==> src/rtl/fc_pkg.sv <==
// Shared types, default widths and requantisation for the FC layer engine.
// Contents: fc_state_t FSM encoding, FC_* default parameters, fc_requant().
// fc_requant() is the single definition of rounding, shifting and clamping.
package fc_pkg;

    localparam int FC_NUM_MACS = 16;
    localparam int FC_ACT_W    = 8;
    localparam int FC_WT_W     = 8;
    localparam int FC_ACC_W    = 32;
    localparam int FC_MAX_IN   = 1024;
    localparam int FC_MAX_OUT  = 256;

    typedef enum logic [2:0] {
        FC_IDLE,
        FC_ACCUM,
        FC_REQUANT,
        FC_OUTPUT,
        FC_DONE
    } fc_state_t;

    // Round-half-up arithmetic right shift at accumulator width, then clamp
    // to [0,255] (ReLU) or [-128,127] (signed int8).
    function automatic logic [7:0] fc_requant(
        input logic signed [FC_ACC_W-1:0] acc,
        input logic        [4:0]          shift,
        input logic                       relu_en
    );
        logic signed [FC_ACC_W-1:0] rnd;
        logic signed [FC_ACC_W-1:0] y;
        logic        [7:0]          res;
        rnd = '0;
        if (shift != 5'd0) begin
            rnd = FC_ACC_W'(1) << (shift - 5'd1);
        end
        y = (acc + rnd) >>> shift;
        if (relu_en) begin
            if (y < 0)        res = 8'h00;
            else if (y > 255) res = 8'hFF;
            else              res = y[7:0];
        end else begin
            if (y < -128)     res = 8'h80;
            else if (y > 127) res = 8'h7F;
            else              res = y[7:0];
        end
        return res;
    endfunction

endpackage

==> src/rtl/fc_mac_lane_tree.sv <==
// Purpose: NUM_MACS unsigned-act x signed-wt products, lane-masked, summed to ACC_W.
// Latency: purely combinational. Backpressure: none, caller qualifies the result.
// Ports: act_i/wt_i lane operands, lane_mask_i lane enables, beat_sum_o signed sum.
module fc_mac_lane_tree
    import fc_pkg::*;
#(
    parameter int NUM_MACS = FC_NUM_MACS,
    parameter int ACT_W    = FC_ACT_W,
    parameter int WT_W     = FC_WT_W,
    parameter int ACC_W    = FC_ACC_W
) (
    input  logic [NUM_MACS-1:0][ACT_W-1:0] act_i,
    input  logic [NUM_MACS-1:0][WT_W-1:0]  wt_i,
    input  logic [NUM_MACS-1:0]            lane_mask_i,
    output logic signed [ACC_W-1:0]        beat_sum_o
);

    // An unsigned ACT_W times signed WT_W product always fits in ACT_W+WT_W bits.
    localparam int PROD_W = ACT_W + WT_W;

    logic signed [PROD_W-1:0] prod [NUM_MACS];

    always_comb begin
        beat_sum_o = '0;
        for (int i = 0; i < NUM_MACS; i++) begin
            // Zero-extend the activation so it stays non-negative once signed.
            prod[i] = PROD_W'($signed({1'b0, act_i[i]})) * PROD_W'($signed(wt_i[i]));
            if (!lane_mask_i[i]) begin
                prod[i] = '0;
            end
            beat_sum_o = beat_sum_o + ACC_W'(prod[i]);
        end
    end

endmodule

==> src/rtl/fc_layer_engine.sv <==
// Purpose: num_outputs back-to-back dot products with bias, rounding requant and optional ReLU.
// Latency: result valid one edge after the edge accepting a channel's last beat.
// Backpressure: in_ready only in ACCUM; out_valid/out_data/out_index held until out_ready.
// Ports: clock/reset (sync, active-high); config num_inputs/num_outputs/shift/relu_en
// sampled on start; in_valid/in_ready beats of activations/weights plus per-channel bias;
// out_valid/out_ready result with out_data/out_index; busy (not IDLE); done one-cycle pulse.
module fc_layer_engine
    import fc_pkg::*;
#(
    parameter int NUM_MACS = FC_NUM_MACS,
    parameter int ACT_W    = FC_ACT_W,
    parameter int WT_W     = FC_WT_W,
    parameter int ACC_W    = FC_ACC_W,
    parameter int MAX_IN   = FC_MAX_IN,
    parameter int MAX_OUT  = FC_MAX_OUT
) (
    input  logic                              clock,
    input  logic                              reset,
    input  logic [$clog2(MAX_IN+1)-1:0]       num_inputs,
    input  logic [$clog2(MAX_OUT+1)-1:0]      num_outputs,
    input  logic [4:0]                        shift,
    input  logic                              relu_en,
    input  logic                              start,
    input  logic                              in_valid,
    output logic                              in_ready,
    input  logic [NUM_MACS-1:0][ACT_W-1:0]    activations,
    input  logic [NUM_MACS-1:0][WT_W-1:0]     weights,
    input  logic signed [ACC_W-1:0]           bias,
    output logic                              out_valid,
    input  logic                              out_ready,
    output logic [7:0]                        out_data,
    output logic [$clog2(MAX_OUT)-1:0]        out_index,
    output logic                              busy,
    output logic                              done
);

    localparam int CNT_W  = $clog2(MAX_IN + 1);
    localparam int OCNT_W = $clog2(MAX_OUT + 1);
    localparam int IDX_W  = $clog2(MAX_OUT);

    fc_state_t                state_q;
    logic signed [ACC_W-1:0]  acc_q, acc_d;
    logic [CNT_W-1:0]         cnt_q, cnt_d;        // inputs consumed in this channel
    logic [OCNT_W-1:0]        idx_q, idx_d;        // channel index, wide enough to reach num_outputs
    logic [CNT_W-1:0]         num_in_q;
    logic [OCNT_W-1:0]        num_out_q;
    logic [4:0]               shift_q;
    logic                     relu_q;
    logic                     out_valid_q;
    logic [7:0]               out_data_q;
    logic [IDX_W-1:0]         out_index_q;
    logic                     done_q;

    logic [CNT_W-1:0]         remaining;
    logic                     last_beat;
    logic [NUM_MACS-1:0]      lane_mask;
    logic signed [ACC_W-1:0]  beat_sum;

    fc_mac_lane_tree #(
        .NUM_MACS (NUM_MACS),
        .ACT_W    (ACT_W),
        .WT_W     (WT_W),
        .ACC_W    (ACC_W)
    ) u_lanes (
        .act_i       (activations),
        .wt_i        (weights),
        .lane_mask_i (lane_mask),
        .beat_sum_o  (beat_sum)
    );

    always_comb begin
        remaining = num_in_q - cnt_q;
        last_beat = (remaining <= CNT_W'(NUM_MACS));
        for (int i = 0; i < NUM_MACS; i++) begin
            lane_mask[i] = (remaining > CNT_W'(i));
        end
        cnt_d = last_beat ? num_in_q : cnt_q + CNT_W'(NUM_MACS);
        // The first beat of every channel overwrites the accumulator with
        // bias + sum, so consecutive channels need no explicit clear.
        acc_d = (cnt_q == '0) ? bias + beat_sum : acc_q + beat_sum;
        idx_d = idx_q + OCNT_W'(1);
    end

    always_ff @(posedge clock) begin
        if (reset) begin
            state_q     <= FC_IDLE;
            acc_q       <= '0;
            cnt_q       <= '0;
            idx_q       <= '0;
            num_in_q    <= '0;
            num_out_q   <= '0;
            shift_q     <= '0;
            relu_q      <= 1'b0;
            out_valid_q <= 1'b0;
            out_data_q  <= '0;
            out_index_q <= '0;
            done_q      <= 1'b0;
        end else begin
            done_q <= 1'b0;
            unique case (state_q)
                FC_IDLE: begin
                    if (start) begin
                        num_in_q  <= num_inputs;
                        num_out_q <= num_outputs;
                        shift_q   <= shift;
                        relu_q    <= relu_en;
                        acc_q     <= '0;
                        cnt_q     <= '0;
                        idx_q     <= '0;
                        if (num_outputs == '0) begin
                            state_q <= FC_DONE;
                        end else if (num_inputs == '0) begin
                            acc_q   <= bias;   // bias-only channel
                            state_q <= FC_REQUANT;
                        end else begin
                            state_q <= FC_ACCUM;
                        end
                    end
                end
                FC_ACCUM: begin
                    if (in_valid) begin
                        acc_q <= acc_d;
                        cnt_q <= cnt_d;
                        if (last_beat) begin
                            state_q <= FC_REQUANT;
                        end
                    end
                end
                FC_REQUANT: begin
                    out_data_q  <= fc_requant(acc_q, shift_q, relu_q);
                    out_index_q <= idx_q[IDX_W-1:0];
                    out_valid_q <= 1'b1;
                    state_q     <= FC_OUTPUT;
                end
                FC_OUTPUT: begin
                    if (out_ready) begin
                        out_valid_q <= 1'b0;
                        idx_q       <= idx_d;
                        cnt_q       <= '0;
                        if (idx_d == num_out_q) begin
                            state_q <= FC_DONE;
                        end else if (num_in_q == '0) begin
                            acc_q   <= bias;
                            state_q <= FC_REQUANT;
                        end else begin
                            state_q <= FC_ACCUM;
                        end
                    end
                end
                FC_DONE: begin
                    done_q  <= 1'b1;
                    state_q <= FC_IDLE;
                end
                default: state_q <= FC_IDLE;
            endcase
        end
    end

    assign in_ready  = (state_q == FC_ACCUM);
    assign busy      = (state_q != FC_IDLE);
    assign out_valid = out_valid_q;
    assign out_data  = out_data_q;
    assign out_index = out_index_q;
    assign done      = done_q;

endmodule
==> config.mk <==
export PLATFORM = sky130hd
export DESIGN_NAME = fc_layer_engine
export DESIGN_NICKNAME = d
export VERILOG_FILES = /design/src/rtl/fc_pkg.sv /design/src/rtl/fc_mac_lane_tree.sv /design/src/rtl/fc_layer_engine.sv
export SDC_FILE = /design/constraint.sdc
export NUM_CORES = 2
export LEC_CHECK = 0
export ABC_CLOCK_PERIOD_IN_PS = 18300
export CAP_MARGIN = 20
export CORE_MARGIN = 4
export CORE_UTILIZATION = 45
export DETAILED_ROUTE_END_ITERATION = 8
export DONT_BUFFER_PORTS = 1
export PLACE_DENSITY = 0.7
export RECOVER_POWER = 100
export SLEW_MARGIN = 20
export SYNTH_ARGS = -nofsm -noshare
export SYNTH_HDL_FRONTEND = slang
export SYNTH_SLANG_ARGS = --single-unit
==> constraint.sdc <==
create_clock -name clock -period 18.3 [get_ports clock]
set_clock_uncertainty 0.1 [all_clocks]
set_input_delay 0.915 -clock clock [delete_from_list [all_inputs] [get_ports clock]]
set_output_delay 0.915 -clock clock [all_outputs]
set_load 0.02 [all_outputs]
# ---- Word-level counts from Yosys, hierarchy flattened
# Index checks and enable logic that the tools add are counted.
dict set report totals {
  reg_bits 99
  inputBits 319
  out_inout_bits 20
  word_cells 153
}
dict set report classes {
  addsub 22
  multipliers 16
  magnitude_cmp 21
  eq_ne 11
  shifts 2
  mux 53
  reduce_logical 16
}
# operator count
set op_table {}
lappend op_table {{adder 32 x 16 -> 32 bit} 13}
lappend op_table {{2-to-1 mux 32 bit} 11}
lappend op_table {{multiplier 9 x 8 -> 16 bit} 16}
lappend op_table {{2-to-1 mux 16 bit} 16}
lappend op_table {{adder 32 bit} 3}
lappend op_table {{one-hot mux 32 bit (3 select lines)} 1}
lappend op_table {{> comparator 11 x 4 -> 1 bit (second input constant)} 8}
lappend op_table {{> comparator 11 x 3 -> 1 bit (second input constant)} 4}
lappend op_table {{2-to-1 mux 11 bit} 4}
lappend op_table {{2-to-1 mux 8 bit} 5}
lappend op_table {{zero test 11 bit} 3}
lappend op_table {{one-hot mux 11 bit (3 select lines)} 1}
lappend op_table {{> comparator 32 x 8 -> 1 bit (second input constant)} 1}
lappend op_table {{> comparator 32 x 9 -> 1 bit (second input constant)} 1}
lappend op_table {{less-than comparator 32 x 1 -> 1 bit (second input constant)} 1}
lappend op_table {{less-than comparator 32 x 8 -> 1 bit (second input constant)} 1}
lappend op_table {{<< shifter 1 x 5 -> 32 bit (first input constant)} 1}
lappend op_table {{>>> shifter 32 x 5 -> 32 bit} 1}
lappend op_table {{> comparator 11 x 1 -> 1 bit (second input constant)} 2}
lappend op_table {{> comparator 11 x 2 -> 1 bit (second input constant)} 2}
lappend op_table {{adder 17 x 16 -> 18 bit} 1}
lappend op_table {{2-to-1 mux 3 bit} 6}
lappend op_table {{2-to-1 mux 9 bit} 2}
lappend op_table {{one-hot mux 9 bit (2 select lines)} 1}
lappend op_table {{25 further kinds} 36}

# ---- Longest topological paths before layout
dict set report depth {
  ltp_word 22
  depth_mapped 65
  depth_no_buf 64
}

# ---- Hierarchy
# A second synthesis with hierarchy kept.
dict set report hier_totals {
  cells_unflattened 6399
  hier_area_um2 52833.2
}
# module instances cells_each area_per_inst_um2 seq_area_each_um2
set by_module_without_submodules {}
lappend by_module_without_submodules {fc_mac_lane_tree 1 4854 41801.3 0.0}
lappend by_module_without_submodules {fc_layer_engine 1 1545 11031.8 1981.9}

# ---- Worst setup path before layout
# No wires, ideal clock.
dict set report synth_path {
  path_type {reg2reg}
  startpoint {register num_in_q[0]}
  endpoint {register acc_q[31]}
  setup_ns 0.086
  arrival_time_ns 13.017
  required_time_ns 18.114
  setup_slack_ns 5.098
  path_stages_with_launch 64
  n_path_buf 2
  synth_period_minus_slack_ns 13.202
  path_cell_list {dfxtp_1 > inv_1 > ha_1 > inv_1 > fa_1 > a21o_1 > a21oi_1 > o21ai_0 > a21oi_1 > o21ai_0 > a21oi_1 > o21ai_0 > a21oi_1 > xnor2_1 > o2111ai_1 > or3_1 > clkbuf_1 > or2_2 > [28 not listed] > inv_1 > ha_1 > or2_2 > a21oi_1 > a21oi_1 > nand4_1 > a41oi_1 > a211o_1 > nand2_1 > ha_1 > a21o_1 > a21o_1 > or4_1 > o311ai_0 > nor3b_1 > a311oi_1 > a221oi_1 > a211oi_1}
}
dict set report synth_between {
  elab_chain_len 22
  word_cells_on_any_way 56
  cone_classes {18 x add/sub; 16 x order compare; 1 x eq/ne; 19 x mux; 2 x reduce/logical}
}
# element line_no
set synth_lines {}
lappend synth_lines {{from (decl)} fc_layer_engine.sv:45} ;# logic [CNT_W-1:0] num_in_q;
lappend synth_lines {{from (signal assigned)} fc_layer_engine.sv:103} ;# num_in_q <= num_inputs;
lappend synth_lines {{subtractor 11 bit} fc_layer_engine.sv:72} ;# remaining = num_in_q - cnt_q;
lappend synth_lines {{> comparator 11 x 1 -> 1 bit} fc_layer_engine.sv:75} ;# lane_mask[i] = (remaining > CNT_W'(i));
lappend synth_lines {{2-to-1 mux 16 bit} fc_mac_lane_tree.sv:28} ;# if (!lane_mask_i[i]) begin
lappend synth_lines {{adder 16 x 16 -> 17 bit} fc_mac_lane_tree.sv:31} ;# beat_sum_o = beat_sum_o + ACC_W'(prod[i]);
lappend synth_lines {{adder 17 x 16 -> 18 bit} fc_mac_lane_tree.sv:31}
lappend synth_lines {{adder 32 x 16 -> 32 bit (13 in series)} fc_mac_lane_tree.sv:31}
lappend synth_lines {{adder 32 bit} fc_layer_engine.sv:80} ;# acc_d = (cnt_q == '0) ? bias + beat_sum : acc_q + beat_sum;
lappend synth_lines {{2-to-1 mux 32 bit} fc_layer_engine.sv:80}
lappend synth_lines {{2-to-1 mux 32 bit} fc_layer_engine.sv:121} ;# if (in_valid) begin
lappend synth_lines {{one-hot mux 32 bit (3 select lines)} fc_layer_engine.sv:100} ;# unique case (state_q)
lappend synth_lines {{to (signal assigned)} fc_layer_engine.sv:113} ;# acc_q <= bias;
lappend synth_lines {{to (signal assigned)} fc_layer_engine.sv:143} ;# acc_q <= bias;
lappend synth_lines {{to (decl)} fc_layer_engine.sv:42} ;# logic signed [ACC_W-1:0] acc_q, acc_d;
# Several ways; a longest one is shown, not always the timed one. The select of a mux whose other input is x is not followed.
# A chain may end at the register's enable or synchronous reset.

# ---- Worst setup path after layout
dict set report layout_path {
  startpoint {register cnt_q[0]}
  endpoint {register acc_q[31]}
}
dict set report layout_between {
  elab_chain_len 22
  word_cells_on_any_way 54
  cone_classes {18 x add/sub; 16 x order compare; 19 x mux; 1 x reduce/logical}
}
# element line_no
set layout_lines {}
lappend layout_lines {{from (decl)} fc_layer_engine.sv:43} ;# logic [CNT_W-1:0] cnt_q, cnt_d;
lappend layout_lines {{from (signal assigned)} fc_layer_engine.sv:123} ;# cnt_q <= cnt_d;
lappend layout_lines {{subtractor 11 bit} fc_layer_engine.sv:72}
lappend layout_lines {{> comparator 11 x 1 -> 1 bit} fc_layer_engine.sv:75}
lappend layout_lines {{2-to-1 mux 16 bit} fc_mac_lane_tree.sv:28}
lappend layout_lines {{adder 16 x 16 -> 17 bit} fc_mac_lane_tree.sv:31}
lappend layout_lines {{adder 17 x 16 -> 18 bit} fc_mac_lane_tree.sv:31}
lappend layout_lines {{adder 32 x 16 -> 32 bit (13 in series)} fc_mac_lane_tree.sv:31}
lappend layout_lines {{adder 32 bit} fc_layer_engine.sv:80}
lappend layout_lines {{2-to-1 mux 32 bit (*)} fc_layer_engine.sv:80}
lappend layout_lines {{2-to-1 mux 32 bit (*)} fc_layer_engine.sv:121}
lappend layout_lines {{one-hot mux 32 bit (3 select lines) (*)} fc_layer_engine.sv:100}
# Every way passes the cells marked *; elsewhere a longest branch is shown, timed or not. The select of a mux whose other input is x is not followed.

==> flow_summary.json <==
{
  "status": "finished, violations left",
  "violations": "max-capacitance violations, max-slew violations",
  "ys_warn_count": 0,
  "tightest_slew_ns": 2.02,
  "clock.fmax_ghz": 0.0631,
  "h-tree-depth": 3,
  "dr.pass1.iters": 8,
  "drv_cap": 1,
  "area_delta_synth_final_pct": 3.73,
  "synth_nets": 8102,
  "synth.avg_cell_area_sq_um": 8.37,
  "syn_inst": 6196,
  "grt_max_degree": 102,
  "cts.sinks": 99,
  "numCtsBuffers": 9,
  "cp-start-kind": "flop",
  "worstPathMaxFanout": 20,
  "synth_area_sq_um": 51800,
  "grt_first_pass_wirelength_microns": 230000,
  "rsz0062_at_grt": "false",
  "hold_start": "num_out_q[8]",
  "utilization": 0.470,
  "postCtsSetupBuffers": 0,
  "grt_usage": 0.235,
  "min_to": "num_out_q[8]",
  "grt_overflow": 0,
  "clk_latency_ns": 0.37,
  "period_share": 0.866,
  "report.final.slew_viol_count": 32,
  "layout-drive-gt1-share": 0.0198,
  "synth_ff_type": "dfxtp_1",
  "drt_iter0_markers": 2210,
  "cp_num_buf_inv": 7,
  "preCtsSetupSlack_ns": 3.05,
  "r2r_start": "cnt_q[0]",
  "fp.dieArea_sq_um": 121000,
  "crit_family": "compound AO/OA/AOI/OAI gates",
  "worstSetupPathType": "reg2reg",
  "nets": 8018,
  "portBuffers": 0,
  "worstPathRequired_ns": 18.44,
  "r2r-end": "acc_q[31]",
  "synth_edf_count": 0,
  "synth_cell_type_count": 89,
  "rr_worst_depth": 61,
  "endpoint_kind": "flop",
  "synthTopCellsByCount": "inv_1 (1231), fa_1 (825), ha_1 (762), nand2_1 (685), and2_1 (543)",
  "yosysSeqAreaShare": 0.0382,
  "rows": 124,
  "synth_largest_area_cell": "fa_1",
  "hold_viol": 0,
  "layout_min_cycle_time_ns": 15.85,
  "rrSetupSlack_ns": 2.45,
  "die_w_microns": 347,
  "die_h_microns": 347,
  "antenna_found_initial": 5,
  "routed_wl_microns": 142000,
  "max-slew-margin-rel": -0.344,
  "ctsHoldBuffers": 0,
  "synth.top_cell.area_share": 0.319,
  "ctsResizeCount": 0,
  "synth_area_leaders": "fa_1 (32%), ha_1 (18%), inv_1 (8.9%)",
  "routabilityCongestion": 0.994,
  "timing.hold.ws_ns": 0.367,
  "synth_most_common_cell": "inv_1",
  "setup_slack_ns": 2.45,
  "drcViolationCount": 0,
  "dp_hpwl_microns": 126000,
  "finalSetupViolCount": 0,
  "cts_root_buf": "clkbuf_16",
  "hold-path-cell-count": 2,
  "antenna_left": 0,
  "crit_top_cell": "a21oi_1",
  "viasPerCell": 5.38,
  "crit_slowest_cell": "o311ai_0",
  "cts_tree": "built",
  "ys_seq_elements": 99,
  "finalSetupTns_ns": 0,
  "wire_per_inst_microns": 18.6,
  "ys_async_sr_fraction": 0,
  "nFillCells": 11100,
  "initial_utilization": 0.453,
  "cts_buffer_depth": 2,
  "hold_class": "reg2reg",
  "arrival_ns": 15.99,
  "core-area_sq_um": 114000,
  "io-pin-count": 339,
  "critPathMaxStageDelay_ns": 0.90,
  "grt_pass1_vias": 42700,
  "cts.clk_slew.worst_paths_ns": 0.09,
  "route.vias.total": 41100
}
## cell type report
cell class | count | area [sq um] | area share
antenna | 4 | 10.0 | 0.000186
clock buffer | 9 | 225 | 0.00419
clock inverter | 7 | 80.1 | 0.00149
inverter | 1234 | 4630 | 0.0861
multi-input combinational | 4748 | 44800 | 0.833
sequential | 99 | 1980 | 0.0369
tap | 1512 | 1890 | 0.0352
timing repair buffer | 20 | 139 | 0.00258
## worst register-to-register path: cells and delay by family, from the launching register on
kind / cells / cell delay (ns)
AOI/OAI and AO/OA: 30 / 6.16
adders and majority gates: 13 / 5.57
and+or+nand+nor: 9 / 2.67
buffers and inverters: 7 / 0.55
DFF: 1 / 0.38
xor gates and xnor gates: 2 / 0.26
## flip-flops by register name (all words and copies together) (netlist names), 5 cells and up
register	cells
acc_q	32
cnt_q	11
num_in_q	11
idx_q	9
num_out_q	9
out_data	8
out_index	8
shift_q	5
## worst max path at each step
stage / from / endpoint / slack, ns / cells past startpoint
2_1_floorplan: num_in_q[0] / acc_q[31] / 5.10 / 63
3_3_place_gp: num_in_q[0] / acc_q[31] / 3.33 / 62
3_5_place_dp: num_in_q[0] / acc_q[31] / 3.05 / 62
4_1_cts: num_in_q[0] / acc_q[31] / 3.01 / 62
5_1_grt: cnt_q[0] / acc_q[31] / 1.13 / 61
6_report: cnt_q[0] / acc_q[31] / 2.45 / 61
## per-layer routing
metal,part of all wire,GRT usage,vias up
li1,-,-,19500
met1,0.41,0.296,20200
met2,0.49,0.409,1086
met3,0.062,0.0384,259
met4,0.041,0.0829,4
met5,0.00013,0,-
## logic make-up (layout without fill, tap and decap cells)
kind of cell	count (synthesis)	in the layout	share of synthesized area
XOR/XNOR	311	311	0.0525
buffers and inverters	1349	1270	0.0979
multiplexers	79	79	0.0188
adder cells (fa/ha/maj)	1587	1587	0.503
flip-flops	99	99	0.0382
other	0	4	0
AO/OA/AOI/OAI	850	850	0.107
AND/OR/NAND/NOR	1921	1921	0.183
## through the flow
step                      area, sq um  cells
after global placement          53500   7613
after floorplan                 51800   6196
after detailed placement        53500   7613
after global routing            53800   7629
final                           53800   7633
after CTS                       53800   7629
## layout by cell type (no fill, tap or decap), types with 16 or more instances in the layout
| cell type | n |
|---|---|
| xor2_1 | 80 |
| a31oi_1 | 16 |
| dfxtp_1 | 99 |
| o21bai_1 | 130 |
| ha_1 | 762 |
| nand2_1 | 685 |
| mux2i_1 | 27 |
| nand4_1 | 25 |
| and2_1 | 541 |
| mux2_2 | 42 |
| nand3_1 | 48 |
| inv_1 | 1231 |
| xnor2_1 | 231 |
| o21a_1 | 16 |
| nor2b_1 | 34 |
| nand2b_1 | 121 |
| a21oi_1 | 318 |
| a21o_1 | 50 |
| a211oi_1 | 48 |
| fa_1 | 825 |
| and3_1 | 27 |
| o21ai_0 | 70 |
| nor3_1 | 42 |
| buf_4 | 17 |
| nor2_1 | 325 |
| o211ai_1 | 24 |
| a22oi_1 | 31 |
Power is left out: the tool's default activity adds up to more than one toggle a clock period on the data nets, which glitch-free logic cannot reach.
